**config.mk**
```make
export PLATFORM = sky130hd
export DESIGN_NAME = rom_prefetch_flat
export DESIGN_NICKNAME = d
export VERILOG_FILES = /design/src/rtl/rom_pkg.sv /design/src/rtl/rom_prefetch_if.sv /design/src/rtl/rom_prefetch_fifo.sv /design/src/rtl/rom_prefetch.sv /design/src/flat_wrapper.sv
export SDC_FILE = /design/constraint.sdc
export NUM_CORES = 1
export LEC_CHECK = 0
export ABC_AREA = 1
export ABC_CLOCK_PERIOD_IN_PS = 4770
export BUFFER_PORTS_ARGS = -buffer_cell sky130_fd_sc_hd__buf_2
export CAP_MARGIN = 20
export CORE_MARGIN = 1
export CORE_UTILIZATION = 50
export CTS_BUF_LIST = sky130_fd_sc_hd__clkbuf_4
export DETAILED_ROUTE_END_ITERATION = 10
export PLACE_DENSITY = 0.68
export SLEW_MARGIN = 15
export SYNTH_ARGS = -nofsm -noshare
export SYNTH_HDL_FRONTEND = slang
export SYNTH_HIERARCHICAL = 1
export SYNTH_SLANG_ARGS = --single-unit
```
**constraint.sdc**
```tcl
create_clock -name clk -period 4.77 [get_ports clk]
set_clock_uncertainty 0.15 [all_clocks]
set_input_delay 0.2385 -clock clk [delete_from_list [all_inputs] [get_ports clk]]
set_output_delay 0.2385 -clock clk [all_outputs]
set_load 0.01 [all_outputs]
```
**src/rtl/rom_pkg.sv**
```systemverilog
// rtl/rom_pkg.sv - shared ROM controller/prefetcher types and default widths
package rom_pkg;
   localparam int ROM_WIDTH  = 16;
   localparam int ROM_ADDR_W = 24;

   typedef enum logic [1:0] {IDLE, LOAD, WAIT} fetch_state_t;
endpackage

```
**src/rtl/rom_prefetch_if.sv**
```systemverilog
// rtl/rom_prefetch_if.sv - CPU fetch and ROM controller signals of the prefetcher
interface rom_prefetch_if import rom_pkg::*; #(
   parameter int WIDTH    = ROM_WIDTH,
   parameter int ROM_ADDR = ROM_ADDR_W
);
   logic [ROM_ADDR-1:0] cpu_addr;
   logic                cpu_req;
   logic [WIDTH-1:0]    cpu_data;
   logic                cpu_valid;
   logic [ROM_ADDR-1:0] rom_addr;
   logic                rom_load;
   logic [WIDTH-1:0]    rom_data;
   logic                rom_ready;

   modport master (
      input  cpu_addr, cpu_req, rom_data, rom_ready,
      output cpu_data, cpu_valid, rom_addr, rom_load
   );

   modport slave (
      output cpu_addr, cpu_req, rom_data, rom_ready,
      input  cpu_data, cpu_valid, rom_addr, rom_load
   );
endinterface

```
**src/rtl/rom_prefetch_fifo.sv**
```systemverilog
// rtl/rom_prefetch_fifo.sv - {addr, data} FIFO with synchronous clear and registered head
module rom_prefetch_fifo #(
   parameter int AW    = 24,
   parameter int DW    = 16,
   parameter int DEPTH = 4
) (
   input  logic                     clk,
   input  logic                     rst,
   input  logic                     clr,
   input  logic                     push,
   input  logic                     pop,
   input  logic [AW-1:0]            push_addr,
   input  logic [DW-1:0]            push_data,
   output logic [$clog2(DEPTH):0]   count,
   output logic [AW-1:0]            head_addr,
   output logic [DW-1:0]            head_data
);
   localparam int PW = $clog2(DEPTH);
   localparam logic [PW:0] FULL = (PW+1)'(DEPTH);

   logic [AW-1:0] addr_mem [DEPTH];
   logic [DW-1:0] data_mem [DEPTH];
   logic [PW-1:0] head, tail;
   logic          do_push, do_pop;

   assign do_pop  = pop && (count != '0);
   assign do_push = push && ((count != FULL) || do_pop);

   // Pointers wrap naturally because DEPTH is a power of two.
   always_ff @(posedge clk or negedge rst) begin
      if (!rst) begin
         head  <= '0;
         tail  <= '0;
         count <= '0;
         for (int i = 0; i < DEPTH; i++) begin
            addr_mem[i] <= '0;
            data_mem[i] <= '0;
         end
      end else if (clr) begin
         head  <= '0;
         tail  <= '0;
         count <= '0;
      end else begin
         if (do_push) begin
            addr_mem[tail] <= push_addr;
            data_mem[tail] <= push_data;
            tail           <= tail + PW'(1);
         end
         if (do_pop) begin
            head <= head + PW'(1);
         end
         if (do_push && !do_pop) begin
            count <= count + (PW+1)'(1);
         end else if (do_pop && !do_push) begin
            count <= count - (PW+1)'(1);
         end
      end
   end

   assign head_addr = addr_mem[head];
   assign head_data = data_mem[head];
endmodule

```
**src/rtl/rom_prefetch.sv**
```systemverilog
// rtl/rom_prefetch.sv - sequential ROM instruction prefetcher; ROM_PREFETCH_EN enables speculative prefetch
module rom_prefetch import rom_pkg::*; #(
   parameter int WIDTH    = ROM_WIDTH,
   parameter int ROM_ADDR = ROM_ADDR_W,
   parameter int DEPTH    = 4
) (
   input logic            clk,
   input logic            rst,
   rom_prefetch_if.master bus
);
   localparam int CW = $clog2(DEPTH) + 1;
   localparam logic [CW-1:0] FULL = CW'(DEPTH);

   fetch_state_t        state;
   logic [ROM_ADDR-1:0] fetch_addr;
   logic [ROM_ADDR-1:0] exp_addr;
   logic [ROM_ADDR-1:0] head_addr;
   logic [WIDTH-1:0]    head_data;
   logic [CW-1:0]       count;
   logic [CW-1:0]       count_after;
   logic                hit;
   logic                redirect;
   logic                push;
   logic                permit;

   assign exp_addr    = (count != '0) ? head_addr : fetch_addr;
   assign hit         = bus.cpu_req && (count != '0) && (head_addr == bus.cpu_addr);
   assign redirect    = bus.cpu_req && (bus.cpu_addr != exp_addr);
   assign push        = (state == WAIT) && bus.rom_ready && !redirect;
   assign count_after = count + CW'(push) - CW'(hit);

`ifdef ROM_PREFETCH_EN
   assign permit = 1'b1;
`else
   assign permit = bus.cpu_req && (count == '0) && (state == IDLE) && (bus.cpu_addr == fetch_addr);
`endif

   assign bus.cpu_valid = hit;
   assign bus.cpu_data  = hit ? head_data : '0;

   rom_prefetch_fifo #(
      .AW    (ROM_ADDR),
      .DW    (WIDTH),
      .DEPTH (DEPTH)
   ) u_fifo (
      .clk       (clk),
      .rst       (rst),
      .clr       (redirect),
      .push      (push),
      .pop       (hit),
      .push_addr (fetch_addr),
      .push_data (bus.rom_data),
      .count     (count),
      .head_addr (head_addr),
      .head_data (head_data)
   );

   // A redirect overrides every state, so an in-flight word is simply never pushed.
   always_ff @(posedge clk or negedge rst) begin
      if (!rst) begin
         state        <= IDLE;
         fetch_addr   <= '0;
         bus.rom_load <= 1'b0;
         bus.rom_addr <= '0;
      end else if (redirect) begin
         state        <= LOAD;
         fetch_addr   <= bus.cpu_addr;
         bus.rom_load <= 1'b1;
         bus.rom_addr <= bus.cpu_addr;
      end else begin
         case (state)
            IDLE: begin
               if (permit && (count < FULL)) begin
                  state        <= LOAD;
                  bus.rom_load <= 1'b1;
                  bus.rom_addr <= fetch_addr;
               end
            end
            LOAD: begin
               state        <= WAIT;
               bus.rom_load <= 1'b0;
            end
            WAIT: begin
               if (bus.rom_ready) begin
                  fetch_addr <= fetch_addr + ROM_ADDR'(1);
                  if (permit && (count_after < FULL)) begin
                     state        <= LOAD;
                     bus.rom_load <= 1'b1;
                     bus.rom_addr <= fetch_addr + ROM_ADDR'(1);
                  end else begin
                     state <= IDLE;
                  end
               end
            end
            default: begin
               state        <= IDLE;
               bus.rom_load <= 1'b0;
            end
         endcase
      end
   end
endmodule

```
**src/flat_wrapper.sv**
```systemverilog
// flat-port wrapper written by rule: the top's interface ports become plain ports
module rom_prefetch_flat import rom_pkg::*;
#(
   parameter int WIDTH    = ROM_WIDTH,
   parameter int ROM_ADDR = ROM_ADDR_W,
   parameter int DEPTH    = 4
)
  (clk, rst, bus_cpu_addr, bus_cpu_req, bus_rom_data, bus_rom_ready, bus_cpu_data, bus_cpu_valid, bus_rom_addr, bus_rom_load);
  rom_prefetch_if #(.WIDTH(WIDTH), .ROM_ADDR(ROM_ADDR)) bus_i ();
  input logic clk;
  input logic rst;
  input wire logic [$bits(bus_i.cpu_addr)-1:0] bus_cpu_addr;
  input wire logic [$bits(bus_i.cpu_req)-1:0] bus_cpu_req;
  input wire logic [$bits(bus_i.rom_data)-1:0] bus_rom_data;
  input wire logic [$bits(bus_i.rom_ready)-1:0] bus_rom_ready;
  output wire logic [$bits(bus_i.cpu_data)-1:0] bus_cpu_data;
  output wire logic [$bits(bus_i.cpu_valid)-1:0] bus_cpu_valid;
  output wire logic [$bits(bus_i.rom_addr)-1:0] bus_rom_addr;
  output wire logic [$bits(bus_i.rom_load)-1:0] bus_rom_load;
  assign bus_i.cpu_addr = bus_cpu_addr;
  assign bus_i.cpu_req = bus_cpu_req;
  assign bus_i.rom_data = bus_rom_data;
  assign bus_i.rom_ready = bus_rom_ready;
  assign bus_cpu_data = bus_i.cpu_data;
  assign bus_cpu_valid = bus_i.cpu_valid;
  assign bus_rom_addr = bus_i.rom_addr;
  assign bus_rom_load = bus_i.rom_load;
  rom_prefetch #(.WIDTH(WIDTH), .ROM_ADDR(ROM_ADDR), .DEPTH(DEPTH)) u_core (.clk(clk), .rst(rst), .bus(bus_i));
endmodule
```
Word level (Yosys, flattened, before mapping)
Cells that the tools add are included.
{ "op_classes": {"n_eq_ne": 9, "n_mux": 39, "n_bitwise": 3, "n_addsub": 7, "n_reduce_logical": 33, "magnitude_cmp": 5} }
{ "ops": {"columns": ["op", "count"], "rows": [
  ["2-to-1 mux 24 bit", 11],
  ["bitwise mux 96 bit", 1],
  ["bitwise mux 64 bit", 1],
  ["2-to-1 mux 16 bit", 4],
  ["binary-select mux 24 bit (select 2 bit)", 1],
  ["demux 24 bit (select 2 bit)", 1],
  ["== test 24 bit", 2],
  ["one-hot mux 24 bit (2 select lines)", 1],
  ["binary-select mux 16 bit (select 2 bit)", 1],
  ["demux 16 bit (select 2 bit)", 1],
  ["adder 24 x 1 -> 24 bit (second input constant)", 1],
  ["!= test 24 bit", 1],
  ["logical AND 1 bit", 15],
  ["2-to-1 mux 2 bit", 7],
  ["2-to-1 mux 3 bit", 3],
  ["!= test 3 x 2 -> 1 bit (second input constant)", 3],
  ["nonzero test 3 bit", 3],
  ["nonzero test 2 bit", 4],
  ["greater-or-equal comparator 3 bit (second input constant)", 2],
  ["less-than comparator 3 bit (second input constant)", 2],
  ["NOT 2 -> 3 bit", 2],
  ["one-hot mux 2 bit (3 select lines)", 1],
  ["AND reduction 2 bit", 3],
  ["2-to-1 mux 1 bit", 5],
  ["other kinds (17)", 20]
]} }
{ "totals": {"inputBits": 44, "ff_bits": 218, "out_inout_bits": 42, "word_cells": 111} }

Depth between registers and ports, before layout
{ "depth": {"word_depth": 17, "mapped_depth": 27, "depth_no_buf": 23} }

By module
The synthesis kept the hierarchy.
{ "by_module_without_submodules": {"columns": ["mod", "seq_area_each_um2", "area_per_inst_um2", "n_inst", "cells_per_inst"], "rows": [
  ["rom_prefetch_fifo", 4179.0, 8140.3, 1, 998],
  ["rom_prefetch", 1276.2, 4620.7, 1, 790]
]} }

Worst setup path before layout
Ideal clock, no wire load.
{ "synth_path": {"kind": "reg2reg", "start": "reg u_core.u_fifo.head[0]", "end": "reg u_core.u_fifo.count[1]", "setup_slack_ns": 0.986, "n_path_buf": 4, "synth_period_minus_slack_ns": 3.784, "stages_incl_launch_ff": 21, "arrival_ns": 3.552, "setup_ns": 0.082, "t_required_ns": 4.538, "path_cell_list": "dfrtp_1 buf_2 inv_2 clkbuf_1 nor2_1 o22ai_1 inv_1 nand2_1 nand2_1 nor2_1 nand2_1 nor4_1 nand3_1 clkbuf_1 inv_1 nor2_1 a21oi_4 clkbuf_1 ha_1 fa_1 o22ai_1"} }
{ "synth_via": {"elab_cells_between_ends": 21, "cone_classes": "eq/ne (2); mux (6); bitwise (1); reduce/logical (12)"} }
{ "synth_lines": {"columns": ["item", "line", "rtl"], "rows": [
  ["start, declared", "rom_prefetch_fifo.sv:23", "logic [PW-1:0] head, tail;"],
  ["start signal, assigned", "rom_prefetch_fifo.sv:50", "head <= head + PW'(1);"],
  ["NOT 2 -> 3 bit (not written as such) (*)", "rom_prefetch_fifo.sv:60", "assign head_addr = addr_mem[head];"],
  ["binary-select mux 24 bit (select 2 bit) (*)", "rom_prefetch_fifo.sv:60", null],
  ["2-to-1 mux 24 bit (not written as such) (*) (2 in a row)", "rom_prefetch_fifo.sv:60", null],
  ["named net u_core.head_addr[14]", "rom_prefetch.sv:17", "logic [ROM_ADDR-1:0] head_addr;"],
  ["== test 24 bit (*)", "rom_prefetch.sv:27", "assign hit = bus.cpu_req && (count != '0) && (head_addr == bus.cpu_addr);"],
  ["logical AND 1 bit (*)", "rom_prefetch.sv:27", null],
  ["named net bus_cpu_valid", "flat_wrapper.sv:17", "output wire logic [$bits(bus_i.cpu_valid)-1:0] bus_cpu_valid;"],
  ["logical AND 1 bit (*)", "rom_prefetch_fifo.sv:26", "assign do_pop = pop && (count != '0);"],
  ["logical OR 1 bit", "rom_prefetch_fifo.sv:27", "assign do_push = push && ((count != FULL) || do_pop);"],
  ["logical AND 1 bit", "rom_prefetch_fifo.sv:27", null],
  ["logical AND 1 bit or zero test 1 bit (tied branches)", "rom_prefetch_fifo.sv:52, rom_prefetch_fifo.sv:54", null],
  ["2-to-1 mux 3 bit or logical AND 1 bit (tied branches)", "rom_prefetch_fifo.sv:52, rom_prefetch_fifo.sv:54", null],
  ["2-to-1 mux 3 bit or nonzero test 3 bit (tied branches)", null, null],
  ["end signal, assigned", "rom_prefetch_fifo.sv:53", "count <= count + (PW+1)'(1);"],
  ["end signal, assigned", "rom_prefetch_fifo.sv:55", "count <= count - (PW+1)'(1);"],
  ["end, declared", "rom_prefetch_fifo.sv:14", "output logic [$clog2(DEPTH):0] count,"]
]} }
The timed path passes the listed nets; every way through them passes the cells marked *. The select of a mux whose other input is x is not followed.
A chain may end at the register's enable or synchronous reset.

Worst setup path after layout
{ "layout_path": {"start": "reg u_core.u_fifo.head[0]", "end": "reg u_core.bus.rom_addr[23]"} }
{ "layout_via": {"elab_chain_len": 15, "elab_cells_between_ends": 21, "cone_classes": "add/sub (2); order compare (1); eq/ne (5); mux (5); bitwise (1); reduce/logical (7)"} }
{ "layout_rtl": {"columns": ["item", "line", "rtl"], "rows": [
  ["NOT 2 -> 3 bit (not written as such) (*)", "rom_prefetch_fifo.sv:60", null],
  ["binary-select mux 24 bit (select 2 bit) (*)", "rom_prefetch_fifo.sv:60", null],
  ["2-to-1 mux 24 bit (not written as such) (*) (2 in a row)", "rom_prefetch_fifo.sv:60", null],
  ["named net u_core.head_addr[9]", "rom_prefetch.sv:17", null],
  ["2-to-1 mux 24 bit", "rom_prefetch.sv:26", "assign exp_addr = (count != '0) ? head_addr : fetch_addr;"],
  ["!= test 24 bit", "rom_prefetch.sv:28", "assign redirect = bus.cpu_req && (bus.cpu_addr != exp_addr);"],
  ["logical AND 1 bit", "rom_prefetch.sv:28", null],
  ["zero test 1 bit", "rom_prefetch.sv:29", "assign push = (state == WAIT) && bus.rom_ready && !redirect;"],
  ["logical AND 1 bit", "rom_prefetch.sv:29", null],
  ["adder 3 x 1 -> 3 bit", "rom_prefetch.sv:30", "assign count_after = count + CW'(push) - CW'(hit);"],
  ["subtractor 3 x 1 -> 3 bit", "rom_prefetch.sv:30", null],
  ["less-than comparator 3 bit", "rom_prefetch.sv:86", "if (permit && (count_after < FULL)) begin"],
  ["logical AND 1 bit", "rom_prefetch.sv:86", null],
  ["!= test 3 x 2 -> 1 bit (no line)", null, null],
  ["AND reduction 4 bit (no line)", null, null],
  ["end signal, assigned", "rom_prefetch.sv:69", "bus.rom_addr <= bus.cpu_addr;"],
  ["end signal, assigned", "rom_prefetch.sv:76", "bus.rom_addr <= fetch_addr;"],
  ["end signal, assigned", "rom_prefetch.sv:89", "bus.rom_addr <= fetch_addr + ROM_ADDR'(1);"],
  ["end, declared", "rom_prefetch_if.sv:17", "output cpu_data, cpu_valid, rom_addr, rom_load"]
]} }
Marks and branches as above.

==> impl_metrics.tcl <==
set metrics [dict create \
    syn_area_um2 12800 \
    detail_route.drc_violations 0 \
    ctsHtreeMaxLevel 2 \
    fillCellCount 2418 \
    irDropWorstVdd_uv 188 \
    clock_sink_count 218 \
    ant_nets 0 \
    cts.reportedPaths.clkPinSlew_ns 0.07 \
    number_of_global_route_vias_before_repair 12400 \
    drt-initial-drc-count 1576 \
    floorplan.core_area_um2 25100 \
    yosys.area.top_type "sky130_fd_sc_hd__dfrtp_1" \
    finalPower_uw 4620 \
    synth_compound_gate_area_share_pct 8.27 \
    yosysTopAreaCellShare_pct 42.7 \
    finalWeightedCongestion 0.953 \
    achievable-frequency_mhz 239 \
    cts.repair.resized 0 \
    initial_antenna_violation_count 1 \
    rsz0062_at_grt "no" \
    worst_hold_slack_ns 0.0178 \
    hold_viol 0 \
    synth_mux_area_share_pct 0 \
    layout.nets 1945 \
    io_buffers 85 \
    most_common_library_cell_in_the_layout_ignoring_fill_and_taps "sky130_fd_sc_hd__nand2_1" \
    status "finished clean" \
    timing.setup.critical_path_class "flip-flop to flip-flop" \
    ff2ff_path_depth 17 \
    ff2ff_setup_slack_ns 0.59 \
    final_min_period_over_clock_period_pct 87.7 \
    tightestPinTransition_ns 1.04 \
    synthesis.yosys.warnings 6 \
    initial_cell_density_of_the_core_pct 50.8 \
    main_combinational_cell_family_by_area_after_synthesis "simple AND/OR/NAND/NOR gates" \
    grt_util_all_layers_pct 31.2 \
    floorplan.io_pins 86 \
    grt_pass1_wl_um 65100 \
    timing.critical_path.to_type "flip-flop" \
    final-seq-area_um2 5460 \
    reg2reg_to "u_core/bus.rom_addr[23]" \
    synth.yosys.seq_area_share_pct 42.7 \
    fin_setup_tns_ns 0 \
    yosys.area_share.adder_pct 0.745 \
    power_per_cell_area_nw_per_um2 316 \
    synthesis_to_finish_area_growth_pct 14.6 \
    chipHeight_um 162 \
    core_rows 58 \
    final_design_area_no_fill_um2 14600 \
    dr_total_vias 13100 \
    finalMaxSlewViolations 0 \
    synth.area.top_cells "sky130_fd_sc_hd__dfrtp_1, sky130_fd_sc_hd__nand2_1, sky130_fd_sc_hd__nand4_1, sky130_fd_sc_hd__nor2_1, sky130_fd_sc_hd__nand3_1" \
    cts_buffers 60 \
    most-common-layout-cells "sky130_fd_sc_hd__nand2_1, sky130_fd_sc_hd__dfrtp_1, sky130_fd_sc_hd__nor2_1, sky130_fd_sc_hd__nand4_1" \
    finalSetupViolCount 0 \
    detail_route.wl_per_cell_um 17.8 \
    fin_crit_ns 4.18 \
    worst-endpoint-required_ns 5.20 \
    synth-xor-area-share_pct 2.06 \
    synth_simple_gate_area_share_pct 37.5 \
    drt-total-wl_um 40500 \
    fp.dieW_um 162 \
    setup.worst_path.start_class "flip-flop" \
    first_pass_iters 7 \
    cts_root_buf "sky130_fd_sc_hd__clkbuf_4" \
    clk-insertion-delay-late_ns 0.73 \
    grt_start_max_net_pins 162 \
    leakagePower_uw 0.00781 \
    placed_area_um2 13200 \
    cts_max_path_buffers 3 \
    regToRegStartpoint "u_core/u_fifo/head[0]" \
    die-area_um2 26200 \
    crit_arrival_ns 4.61 \
    avgViaCountPerCell 5.75 \
    grt_overflow 0 \
    synth-seq-cells 218 \
    timing.max_cap.violations 0 \
    timing.critical_path.fanout_max 93 \
    postSynthAreaPerCell_um2 7.14 \
    slew-limit-headroom_pct 30.7 \
    hp-class "input port to async pin" \
    syn_nets 1839 \
    area_of_the_multi_input_gates_um2 6200 \
    cts_tree "done" \
    synthesis.instances 1788 \
    final_layout_size_suffix_gt1_share_pct 12.3 \
    detailed_place_hpwl_um 24000 \
    ys_types 33 \
]
[sequential cells by signal (all words and copies together), names as in the netlist]
signal                  count
u_core/bus.rom_addr        24
u_core/bus.rom_load         1
u_core/fetch_addr          24
u_core/state                2
u_core/u_fifo/addr_mem     96
u_core/u_fifo/count         3
u_core/u_fifo/data_mem     64
u_core/u_fifo/head          2
u_core/u_fifo/tail          2
[how the worst max path moves through the flow]
stage | from | endpoint | slack (ns) | cells past startpoint
2_1_floorplan | u_core/u_fifo/head[0] | u_core/u_fifo/count[1] | 0.99 | 20
4_1_cts | u_core/u_fifo/head[0] | u_core/u_fifo/addr_mem[10] | 0.69 | 20
3_5_place_dp | u_core/u_fifo/head[0] | u_core/bus.rom_addr[12] | 0.69 | 17
3_3_place_gp | u_core/u_fifo/head[0] | u_core/u_fifo/addr_mem[55] | 0.76 | 17
5_1_grt | u_core/u_fifo/head[0] | u_core/bus.rom_addr[0] | 0.25 | 17
6_report | u_core/u_fifo/head[0] | u_core/bus.rom_addr[23] | 0.59 | 17
[stage by stage]
stage          util [%]  worst slack (ns)  std cells
4_1_cts            58.2             0.688       2269
6_report           58.2             0.586       2272
3_5_place_dp       52.6             0.689       2099
5_1_grt            58.2             0.252       2272
2_1_floorplan         -             0.986       1788
3_3_place_gp       52.6             0.763       2099
[report_power, final]
part           switching (uW)  internal (uW)
clock                     839            878
combinational             500            281
sequential                144           1980
[repair_timing]
action / in CTS / in global routing
hold buffers: 63 / 0
setup buffers: 0 / 0
endpoints found under the hold margin: 227 / 0
setup endpoints to repair: 0 / 0
[final cells by class]
type,count,share of cell area [%]
timing repair buffer,175,9.28
antenna,3,0.0514
clock inverter,15,0.496
inverter,111,2.87
sequential,218,37.3
clock buffer,92,4.72
multi-input combinational,1328,42.4
tap,330,2.82
[worst max-delay path: stages, from the launching register on]
cell,delay [ns]
sky130_fd_sc_hd__dfrtp_2,0.36
sky130_fd_sc_hd__buf_4,0.66
sky130_fd_sc_hd__o21ai_0,0.21
sky130_fd_sc_hd__o22ai_1,0.39
sky130_fd_sc_hd__inv_1,0.07
sky130_fd_sc_hd__nand2_1,0.10
sky130_fd_sc_hd__nand2_1,0.07
sky130_fd_sc_hd__nor2_1,0.10
sky130_fd_sc_hd__nand2_1,0.05
sky130_fd_sc_hd__nor2_1,0.11
sky130_fd_sc_hd__nand3_1,0.08
sky130_fd_sc_hd__nand2_1,0.10
sky130_fd_sc_hd__nand3_4,0.08
sky130_fd_sc_hd__nand2_4,0.07
sky130_fd_sc_hd__buf_4,0.67
sky130_fd_sc_hd__o31ai_4,0.45
sky130_fd_sc_hd__nand2_1,0.20
sky130_fd_sc_hd__nand2_1,0.07
[layer usage]
| metal | GRT usage (%) | part of all wire [%] | vias up |
|---|---|---|---|
| li1 | - | - | 6161 |
| met1 | 44.0 | 43 | 6194 |
| met2 | 49.0 | 46 | 640 |
| met3 | 5.57 | 9.1 | 73 |
| met4 | 9.39 | 1.9 | 0 |
| met5 | 0 | 0 | - |
[logic make-up after synthesis]
family | count (synthesis)
and+or+nand+nor | 1114
xor gates and xnor gates | 30
adders and majority gates | 7
DFF | 218
AOI/OAI and AO/OA | 177
buffers and inverters | 242
[synth_stat cells (all sizes together)]
library cell and count:
fa 1, dfrtp 218, clkinv 1, inv 110, xnor2 3, o21ai 106, nor3 7, ha 6
buf 62, o311ai 24, clkbuf 69, o31ai 1, nand4 169, nand2 658, xor2 27, nand3 105
nor2 171, a21oi 5, and2 1, nor4 2, nor3b 1, o22ai 41
(Power assumes the default switching activity.)
